[src/rtl/frame_readout_ctrl.sv]
// Frame readout controller: walks a held frame byte by byte through an external
// data multiplexer and hands each byte to the host with a valid/ready handshake.
module frame_readout_ctrl #(
    parameter int NUM_BYTES = 12,
    parameter int ADDR_W    = 4
) (
    input  logic              clock,
    input  logic              reset,
    input  logic              enable,
    input  logic              full,
    input  logic [7:0]        parallel_in,
    output logic [ADDR_W-1:0] address,
    output logic              rx_enable,
    output logic              rx_clear,
    output logic [7:0]        byte_data,
    output logic              byte_valid,
    input  logic              byte_ready,
    output logic              byte_last,
    output logic              frame_done,
    output logic [7:0]        overrun_count
);

    typedef enum logic [2:0] {
        IDLE     = 3'd0,
        SELECT   = 3'd1,
        PRESENT  = 3'd2,
        RELEASE  = 3'd3,
        WAIT_CLR = 3'd4
    } state_t;

    localparam logic [ADDR_W-1:0] LAST_ADDR = ADDR_W'(NUM_BYTES - 1);

    state_t            state_r;
    state_t            state_next_s;
    logic              full_prev_r;
    logic              full_rise_s;
    logic [ADDR_W-1:0] address_next_s;
    logic              rx_enable_next_s;
    logic              rx_clear_next_s;
    logic [7:0]        byte_data_next_s;
    logic              byte_valid_next_s;
    logic              byte_last_next_s;
    logic              frame_done_next_s;

    assign full_rise_s = full & ~full_prev_r;

    // State register and previous-full sampler for edge detection
    always_ff @(posedge clock or posedge reset) begin
        if (reset) begin
            state_r     <= IDLE;
            full_prev_r <= 1'b0;
        end else begin
            state_r     <= state_next_s;
            full_prev_r <= full;
        end
    end

    // Next-state and next-output decode; outputs are registered below
    always_comb begin
        state_next_s      = state_r;
        address_next_s    = address;
        rx_enable_next_s  = rx_enable;
        rx_clear_next_s   = 1'b0;
        frame_done_next_s = 1'b0;
        byte_data_next_s  = byte_data;
        byte_valid_next_s = byte_valid;
        byte_last_next_s  = byte_last;
        case (state_r)
            IDLE: begin
                address_next_s   = '0;
                rx_enable_next_s = 1'b1;
                if (full_rise_s && enable) begin
                    state_next_s     = SELECT;
                    rx_enable_next_s = 1'b0;
                end else begin
                    state_next_s = IDLE;
                end
            end
            SELECT: begin
                byte_data_next_s  = parallel_in;
                byte_valid_next_s = 1'b1;
                byte_last_next_s  = (address == LAST_ADDR);
                state_next_s      = PRESENT;
            end
            PRESENT: begin
                if (byte_ready) begin
                    byte_valid_next_s = 1'b0;
                    byte_last_next_s  = 1'b0;
                    // Treat any address at or past the end as the last byte so it cannot wrap
                    if (address >= LAST_ADDR) begin
                        state_next_s      = RELEASE;
                        address_next_s    = '0;
                        rx_clear_next_s   = 1'b1;
                        frame_done_next_s = 1'b1;
                    end else begin
                        state_next_s   = SELECT;
                        address_next_s = address + ADDR_W'(1);
                    end
                end else begin
                    state_next_s = PRESENT;
                end
            end
            RELEASE: begin
                rx_enable_next_s = 1'b1;
                state_next_s     = WAIT_CLR;
            end
            WAIT_CLR: begin
                if (!full) begin
                    state_next_s = IDLE;
                end else begin
                    state_next_s = WAIT_CLR;
                end
            end
            default: begin
                state_next_s      = IDLE;
                address_next_s    = '0;
                rx_enable_next_s  = 1'b1;
                byte_valid_next_s = 1'b0;
                byte_last_next_s  = 1'b0;
            end
        endcase
    end

    // Output registers
    always_ff @(posedge clock or posedge reset) begin
        if (reset) begin
            address    <= '0;
            rx_enable  <= 1'b1;
            rx_clear   <= 1'b0;
            byte_data  <= 8'h00;
            byte_valid <= 1'b0;
            byte_last  <= 1'b0;
            frame_done <= 1'b0;
        end else begin
            address    <= address_next_s;
            rx_enable  <= rx_enable_next_s;
            rx_clear   <= rx_clear_next_s;
            byte_data  <= byte_data_next_s;
            byte_valid <= byte_valid_next_s;
            byte_last  <= byte_last_next_s;
            frame_done <= frame_done_next_s;
        end
    end

    // Saturating count of frames offered while busy or while readout is disabled
    always_ff @(posedge clock or posedge reset) begin
        if (reset) begin
            overrun_count <= 8'h00;
        end else if (full_rise_s && ((state_r != IDLE) || !enable) && (overrun_count != 8'hFF)) begin
            overrun_count <= overrun_count + 8'h01;
        end
    end

endmodule

[config.mk]
export PLATFORM = sky130hd
export DESIGN_NAME = frame_readout_ctrl
export DESIGN_NICKNAME = d
export VERILOG_FILES = /design/src/rtl/frame_readout_ctrl.sv
export SDC_FILE = /design/constraint.sdc
export NUM_CORES = 1
export LEC_CHECK = 0
export ABC_AREA = 1
export CAP_MARGIN = 20
export CORE_ASPECT_RATIO = 1.5
export CORE_MARGIN = 4
export CORE_UTILIZATION = 47
export CTS_CLUSTER_SIZE = 20
export DETAILED_ROUTE_END_ITERATION = 8
export GPL_ROUTABILITY_DRIVEN = 1
export PLACE_DENSITY = 0.78
export SYNTH_ARGS = -nofsm -noshare
export SYNTH_HDL_FRONTEND = slang
export SYNTH_SLANG_ARGS = --single-unit
export TNS_END_PERCENT = 20
[constraint.sdc]
create_clock -name clock -period 1.6 [get_ports clock]
set_input_delay 0.16 -clock clock [delete_from_list [all_inputs] [get_ports clock]]
set_output_delay 0.16 -clock clock [all_outputs]
set_load 0.01 [all_outputs]
==> flow_results.xml, run 1 <==
<?xml version="1.0" encoding="UTF-8"?>
<metrics>
  <group name="detailed_routing">
    <metric name="route.detailed.wl_per_inst" unit="µm">11.2</metric>
    <metric name="initialDrtViolationCount" unit="">28</metric>
    <metric name="drt-pass1-iter-count" unit="">4</metric>
    <metric name="remaining_drc_errors" unit="">0</metric>
    <metric name="postRouteAntennaNets" unit="">0</metric>
    <metric name="routed_wl" unit="mm">3.00</metric>
    <metric name="vias" unit="">1252</metric>
    <metric name="drt-vias-per-instance" unit="">4.69</metric>
  </group>
  <group name="final_layout">
    <metric name="layout.cells.most_common" unit="">sky130_fd_sc_hd__nand2_1</metric>
    <metric name="areaGrowthSynthToFinish" unit="%">34.7</metric>
    <metric name="layout.cell_area.non_filler" unit="µm²">1910</metric>
    <metric name="design.final.nets" unit="">244</metric>
    <metric name="insertedDiodeCount" unit="">0</metric>
    <metric name="highest_count_cells_in_the_layout_ignoring_fill_and_taps" unit="">sky130_fd_sc_hd__nand2_1 (87), sky130_fd_sc_hd__clkdlybuf4s50_1 (37), sky130_fd_sc_hd__dfrtp_1 (27)</metric>
    <metric name="post_route_cells_drive_above_1_share" unit="%">7.89</metric>
  </group>
  <group name="clock_tree">
    <metric name="clock_sink_count" unit="">28</metric>
    <metric name="postCtsSetupBuffers" unit="">0</metric>
    <metric name="cts_max_path_buffers" unit="">2</metric>
    <metric name="htreeDepth" unit="">1</metric>
    <metric name="clk-insertion-delay-late" unit="ns">0.27</metric>
    <metric name="tritoncts_clock_tree" unit="">built</metric>
    <metric name="clk_pin_slew" unit="ns">0.09</metric>
    <metric name="cts_buffers" unit="">3</metric>
    <metric name="ctsRootBufferMaster" unit="">sky130_fd_sc_hd__clkbuf_8</metric>
    <metric name="cts_repair_resize_count" unit="">0</metric>
    <metric name="number_of_hold_buffers_added_after_cts" unit="">0</metric>
  </group>
  <group name="placement">
    <metric name="detailedPlacementHpwl" unit="mm">2.28</metric>
    <metric name="port_buffers" unit="">37</metric>
    <metric name="postPlaceCellArea" unit="µm²">1830</metric>
    <metric name="gp_routability_congestion" unit="">0.800</metric>
  </group>
  <group name="global_routing">
    <metric name="grt_util_all_layers" unit="%">17.6</metric>
    <metric name="grt_start_max_net_pins" unit="">29</metric>
    <metric name="wire_length_of_the_first_global_routing_pass" unit="mm">5.29</metric>
    <metric name="grt_antenna_before_repair" unit="">0</metric>
    <metric name="global_route.overflow_total" unit="">0</metric>
    <metric name="number_of_global_route_vias_before_repair" unit="">1285</metric>
  </group>
  <group name="synth">
    <metric name="yosysSeqAreaShare" unit="%">49.6</metric>
    <metric name="synth.net_count" unit="">202</metric>
    <metric name="post_synth_num_cell_types" unit="">21</metric>
    <metric name="syn-cell-area" unit="µm²">1420</metric>
    <metric name="synth.avg_cell_area" unit="µm²">7.57</metric>
    <metric name="flip_flop_and_latch_count_after_synthesis" unit="">28</metric>
    <metric name="synth-warning-count" unit="">0</metric>
    <metric name="synthCells" unit="">187</metric>
  </group>
  <group name="floorplan">
    <metric name="core_area" unit="µm²">2910</metric>
    <metric name="die_x" unit="µm">52.8</metric>
    <metric name="num_io_pins" unit="">38</metric>
    <metric name="floorplan.die_area" unit="µm²">3970</metric>
    <metric name="die_h" unit="µm">75.2</metric>
    <metric name="rows" unit="">24</metric>
    <metric name="initial_util" unit="%">48.6</metric>
  </group>
  <group name="setup_path">
    <metric name="worst-r2r-setup-slack" unit="ns">0.28</metric>
    <metric name="timing.critical_path.to_type" unit="">primary output</metric>
    <metric name="worst-path-buf-inv" unit="">1</metric>
    <metric name="timing.rr.start" unit="">overrun_count[0]</metric>
    <metric name="worst_ep_arrival_time" unit="ns">1.34</metric>
    <metric name="crit_chain" unit="">clkdlybuf4s50_1</metric>
    <metric name="worst_path_max_delay_cell" unit="">sky130_fd_sc_hd__clkdlybuf4s50_1</metric>
    <metric name="cp_top_family" unit="">buffers and inverters</metric>
    <metric name="worst-path-max-fanout" unit="">7</metric>
    <metric name="critical_path.startpoint_type" unit="">flop</metric>
    <metric name="worst_path_largest_cell_delay" unit="ns">0.59</metric>
    <metric name="ff2ff_path_depth" unit="">6</metric>
    <metric name="worst_setup_path_type" unit="">flop to primary output</metric>
    <metric name="crit_path_required_time" unit="ns">1.44</metric>
    <metric name="worstReg2RegEnd" unit="">overrun_count[4]</metric>
  </group>
  <group name="power_and_ir_drop">
    <metric name="power_density" unit="nW/µm²">1470</metric>
    <metric name="vdd.ir_drop.worst" unit="µV">996</metric>
    <metric name="cellLeakagePower" unit="µW">0.000982</metric>
  </group>
  <group name="sta">
    <metric name="min_period" unit="ns">1.50</metric>
    <metric name="rsz0062_at_grt" unit="">false</metric>
    <metric name="report.final.hold_viol_count" unit="">0</metric>
    <metric name="clock.fmax" unit="MHz">667</metric>
    <metric name="timing.slew.headroom" unit="%">76.6</metric>
    <metric name="report.final.slew_viol_count" unit="">0</metric>
    <metric name="timing.final.setup_violations" unit="">0</metric>
    <metric name="fin_tns_setup" unit="ns">0</metric>
    <metric name="finalClockSkew" unit="ns">0.00415</metric>
    <metric name="part_of_the_cycle_the_worst_path_needs" unit="%">93.7</metric>
    <metric name="worst_slew_pin_slew" unit="ns">0.351</metric>
  </group>
  <group name="worst_hold_path">
    <metric name="holdCritPathClass" unit="">input pin to asynchronous set/reset pin</metric>
  </group>
  <group name="flow_run">
    <metric name="drv_cap" unit="">0</metric>
  </group>
  <group name="run_status">
    <metric name="run_status" unit="">complete, no violations</metric>
  </group>
</metrics>
==> power breakdown <==
group / internal (µW) / leakage (µW) / switching [µW]
Clock: 335 / 0.0000357 / 218
Sequential: 917 / 0.000364 / 202
Combinational: 553 / 0.000582 / 567
Total: 1810 / 0.000982 / 988
==> area by class of cell <==
class | count | area, µm²
fill | 265 | 1010
tap | 39 | 48.8
clock inverter | 1 | 30.0
sequential | 28 | 702
clock buffer | 3 | 41.3
inverter | 18 | 67.6
timing repair buffer | 39 | 385
multi-input combinational | 139 | 631
==> Yosys cell counts <==
cell	number	area share, %
sky130_fd_sc_hd__a21boi_0	1	0.53
sky130_fd_sc_hd__a21oi_1	1	0.35
sky130_fd_sc_hd__buf_4	2	1.1
sky130_fd_sc_hd__dfrtp_1	27	48
sky130_fd_sc_hd__dfstp_2	1	1.9
sky130_fd_sc_hd__ha_1	2	1.8
sky130_fd_sc_hd__inv_1	17	4.5
sky130_fd_sc_hd__inv_2	1	0.26
sky130_fd_sc_hd__nand2_1	87	23
sky130_fd_sc_hd__nand2_2	5	2.2
sky130_fd_sc_hd__nand3_1	14	5.0
sky130_fd_sc_hd__nand3_2	1	0.71
sky130_fd_sc_hd__nand3b_1	1	0.53
sky130_fd_sc_hd__nand4_1	2	0.88
sky130_fd_sc_hd__nor2_1	13	3.4
sky130_fd_sc_hd__nor2_2	3	1.3
sky130_fd_sc_hd__nor2_4	1	0.80
sky130_fd_sc_hd__o21ai_0	3	1.1
sky130_fd_sc_hd__or2_1	1	0.44
sky130_fd_sc_hd__xnor2_1	3	1.9
sky130_fd_sc_hd__xor2_1	1	0.62
==> per-stage QoR <==
step	power (µW)	std cells	util (%)	worst slack [ns]	hold WS, ns
floorplan	1720	187	-	0.323	0.191
global placement	2240	263	63.0	0.232	0.459
detailed placement	2260	263	63.0	0.219	0.457
CTS	2830	267	65.4	0.0928	0.246
global route	3020	267	65.4	0.0364	0.275
finish	2790	267	65.4	0.101	0.238
==> registers in the layout, indices dropped and copies added, names as in the netlist <==
signal,cells
byte_last,1
state_r,3
byte_data,8
address,4
full_prev_r,1
frame_done,1
overrun_count,8
rx_enable,1
byte_valid,1
==> per-layer routing <==
layer	part of all wire [%]	vias to the layer above	wire, µm	track usage [%]
li1	-	653	-	-
met1	41	571	1230	19.9
met5	0	-	0	0
met4	0.47	0	14	5.40
met3	3.8	2	113	3.56
met2	55	26	1650	32.6
==> cells by family after synthesis <==
family	Yosys count	share of synthesized area, %
simple gates	128	38.4
flops	28	49.6
buf+inv	20	5.83
compound gates	5	1.94
xor+xnor	4	2.48
fa+ha+maj	2	1.77
==> worst max-delay path by stage <==
stage,from,to,slack (ns),cells past startpoint
floorplan,address[0],address[3],0.32,6
global placement,address[0],address[3],0.23,6
detailed placement,address[0],address[3],0.22,6
CTS,rx_enable,rx_enable,0.09,1
global route,address[2],address[2],0.04,1
finish,address[2],address[2],0.10,1
(Power assumes the default switching activity.)
==> run 2, diff against run 1 <==
Settings changed: GPL_TIMING_DRIVEN set to 0.
==> flow_results.xml, run 2 (synthesis results as in run 1) <==
<?xml version="1.0" encoding="UTF-8"?>
<metrics>
  <group name="run_status">
    <metric name="run_status" unit="">complete, no violations</metric>
  </group>
  <group name="floorplan">
    <metric name="floorplan.die_area" unit="µm²">3970</metric>
    <metric name="core_area" unit="µm²">2910</metric>
    <metric name="initial_util" unit="%">48.6</metric>
    <metric name="num_io_pins" unit="">38</metric>
    <metric name="die_x" unit="µm">52.8</metric>
    <metric name="die_h" unit="µm">75.2</metric>
    <metric name="rows" unit="">24</metric>
  </group>
  <group name="power_and_ir_drop">
    <metric name="portion_of_total_power_attributed_to_combinational_logic" unit="%">40.5</metric>
    <metric name="cellLeakagePower" unit="µW">0.000995</metric>
    <metric name="power.switching" unit="µW">1010</metric>
    <metric name="cell_internal_pwr" unit="µW">1810</metric>
    <metric name="seq_power_share" unit="%">39.9</metric>
    <metric name="power_density" unit="nW/µm²">1460</metric>
    <metric name="clkPwrFrac" unit="%">19.6</metric>
    <metric name="vdd.ir_drop.worst" unit="µV">1000</metric>
    <metric name="p_sw_share" unit="%">35.7</metric>
  </group>
  <group name="clock_tree">
    <metric name="clock_sink_count" unit="">28</metric>
    <metric name="cts_repair_resize_count" unit="">0</metric>
    <metric name="postCtsSetupBuffers" unit="">0</metric>
    <metric name="ctsRootBufferMaster" unit="">sky130_fd_sc_hd__clkbuf_8</metric>
    <metric name="clk_pin_slew" unit="ns">0.09</metric>
    <metric name="cts_buffers" unit="">3</metric>
    <metric name="number_of_hold_buffers_added_after_cts" unit="">0</metric>
    <metric name="tritoncts_clock_tree" unit="">built</metric>
    <metric name="cts_max_path_buffers" unit="">2</metric>
    <metric name="clk-insertion-delay-late" unit="ns">0.27</metric>
    <metric name="htreeDepth" unit="">1</metric>
  </group>
  <group name="setup_path">
    <metric name="cp_top_family" unit="">flip-flops</metric>
    <metric name="crit_path_required_time" unit="ns">1.44</metric>
    <metric name="timing.rr.start" unit="">address[0]</metric>
    <metric name="worst-r2r-setup-slack" unit="ns">0.23</metric>
    <metric name="worst-path-max-fanout" unit="">2</metric>
    <metric name="worst-path-buf-inv" unit="">1</metric>
    <metric name="worst_path_max_delay_cell" unit="">sky130_fd_sc_hd__dfstp_2</metric>
    <metric name="worstSetupStartpoint" unit="">rx_enable</metric>
    <metric name="crit_chain" unit="">clkdlybuf4s50_1</metric>
    <metric name="critical_path.startpoint_type" unit="">flop</metric>
    <metric name="timing.critical_path.to_type" unit="">primary output</metric>
    <metric name="worst_ep_arrival_time" unit="ns">1.34</metric>
    <metric name="worst_path_largest_cell_delay" unit="ns">0.54</metric>
    <metric name="worst_setup_path_type" unit="">flop to primary output</metric>
  </group>
  <group name="sta">
    <metric name="part_of_the_cycle_the_worst_path_needs" unit="%">93.8</metric>
    <metric name="report.final.hold_viol_count" unit="">0</metric>
    <metric name="min_period" unit="ns">1.50</metric>
    <metric name="report.final.slew_viol_count" unit="">0</metric>
    <metric name="timing.slew.headroom" unit="%">63.2</metric>
    <metric name="fin_tns_setup" unit="ns">0</metric>
    <metric name="worst_slew_pin_slew" unit="ns">0.552</metric>
    <metric name="finalClockSkew" unit="ns">0.00213</metric>
    <metric name="clock.fmax" unit="MHz">666</metric>
    <metric name="rsz0062_at_grt" unit="">false</metric>
    <metric name="timing.final.setup_violations" unit="">0</metric>
  </group>
  <group name="placement">
    <metric name="gp_routability_congestion" unit="">0.755</metric>
    <metric name="detailedPlacementHpwl" unit="mm">2.37</metric>
    <metric name="port_buffers" unit="">37</metric>
  </group>
  <group name="detailed_routing">
    <metric name="drt-vias-per-instance" unit="">4.78</metric>
    <metric name="routed_wl" unit="mm">3.13</metric>
    <metric name="drt-pass1-iter-count" unit="">3</metric>
    <metric name="remaining_drc_errors" unit="">0</metric>
    <metric name="route.detailed.wl_per_inst" unit="µm">11.7</metric>
    <metric name="postRouteAntennaNets" unit="">0</metric>
    <metric name="vias" unit="">1282</metric>
    <metric name="initialDrtViolationCount" unit="">16</metric>
  </group>
  <group name="global_routing">
    <metric name="global_route.overflow_total" unit="">0</metric>
    <metric name="number_of_global_route_vias_before_repair" unit="">1325</metric>
    <metric name="grt_start_max_net_pins" unit="">29</metric>
    <metric name="wire_length_of_the_first_global_routing_pass" unit="mm">5.56</metric>
    <metric name="grt_antenna_before_repair" unit="">0</metric>
    <metric name="grt_util_all_layers" unit="%">18.4</metric>
  </group>
  <group name="worst_hold_path">
    <metric name="holdCritPathClass" unit="">input pin to asynchronous set/reset pin</metric>
  </group>
  <group name="final_layout">
    <metric name="layout_top_registers" unit="">byte_data x8, overrun_count x8, address x4</metric>
    <metric name="design.final.nets" unit="">245</metric>
    <metric name="fillerInstances" unit="">252</metric>
    <metric name="layout.cells.most_common" unit="">sky130_fd_sc_hd__nand2_1</metric>
    <metric name="areaGrowthSynthToFinish" unit="%">36.6</metric>
    <metric name="insertedDiodeCount" unit="">0</metric>
    <metric name="highest_count_cells_in_the_layout_ignoring_fill_and_taps" unit="">sky130_fd_sc_hd__nand2_1 (87), sky130_fd_sc_hd__clkdlybuf4s50_1 (37), sky130_fd_sc_hd__dfrtp_1 (27)</metric>
    <metric name="post_route_cells_drive_above_1_share" unit="%">8.30</metric>
    <metric name="finish.utilization" unit="%">66.4</metric>
  </group>
  <group name="flow_run">
    <metric name="drv_cap" unit="">0</metric>
  </group>
</metrics>
run 2: cell count changes in the layout (fill, tap and decap cells not counted), sizes merged:
cell and delta:
buf +1
run 2: final cells by class:
class                           instances  area (µm²)  area share, %
Tap cell                               39        48.8           2.52
Clock inverter                          1        30.0           1.55
Timing Repair Buffer                   38         398           20.6
Multi-Input combinational cell        139         631           32.6
Sequential cell                        28         702           36.3
Buffer                                  2        15.0          0.777
Clock buffer                            3        41.3           2.14
Inverter                               18        67.6           3.50
run 2: per-stage QoR:
step                      total power [µW]  instance area [µm²]  worst slack [ns]  hold WS [ns]  cells
after floorplan                       1720                 1420             0.323         0.191    187
after global placement                2230                 1830             0.111         0.457    263
after detailed placement              2270                 1830             0.145         0.464    263
after CTS                             2840                 1910            0.0870         0.400    267
after global routing                  3040                 1930            0.0422         0.274    268
final                                 2820                 1930            0.0991         0.237    268
run 2: final timing paths:
| path | end | depth (start not counted) |
|---|---|---|
| worst min register to register | rx_enable | 2 |
| max in group asynchronous | rx_enable | 3 |
| worst min-delay path | byte_data[6] | 2 |
| worst max-delay path | rx_enable | 1 |
| min in group clock | full_prev_r | 1 |
| worst max register to register | address[0] | 6 |
run 2: power groups by stage:
| stage | registers, µW | clock network (µW) | logic, µW |
|---|---|---|---|
| 2_1_floorplan | 1190 | 0 | 532 |
| 3_5_place_dp | 1130 | 0 | 1150 |
| 5_1_grt | 1160 | 585 | 1300 |
| 3_3_place_gp | 1120 | 0 | 1110 |
| 4_1_cts | 1120 | 564 | 1160 |
| 6_report | 1120 | 552 | 1140 |
run 2: per-layer routing:
metal / part of all wire [%] / GRT usage (%)
met1: 40 / 21.0
met2: 56 / 34.7
met3: 2.8 / 2.38
met4: 1.4 / 5.68
met5: 0 / 0
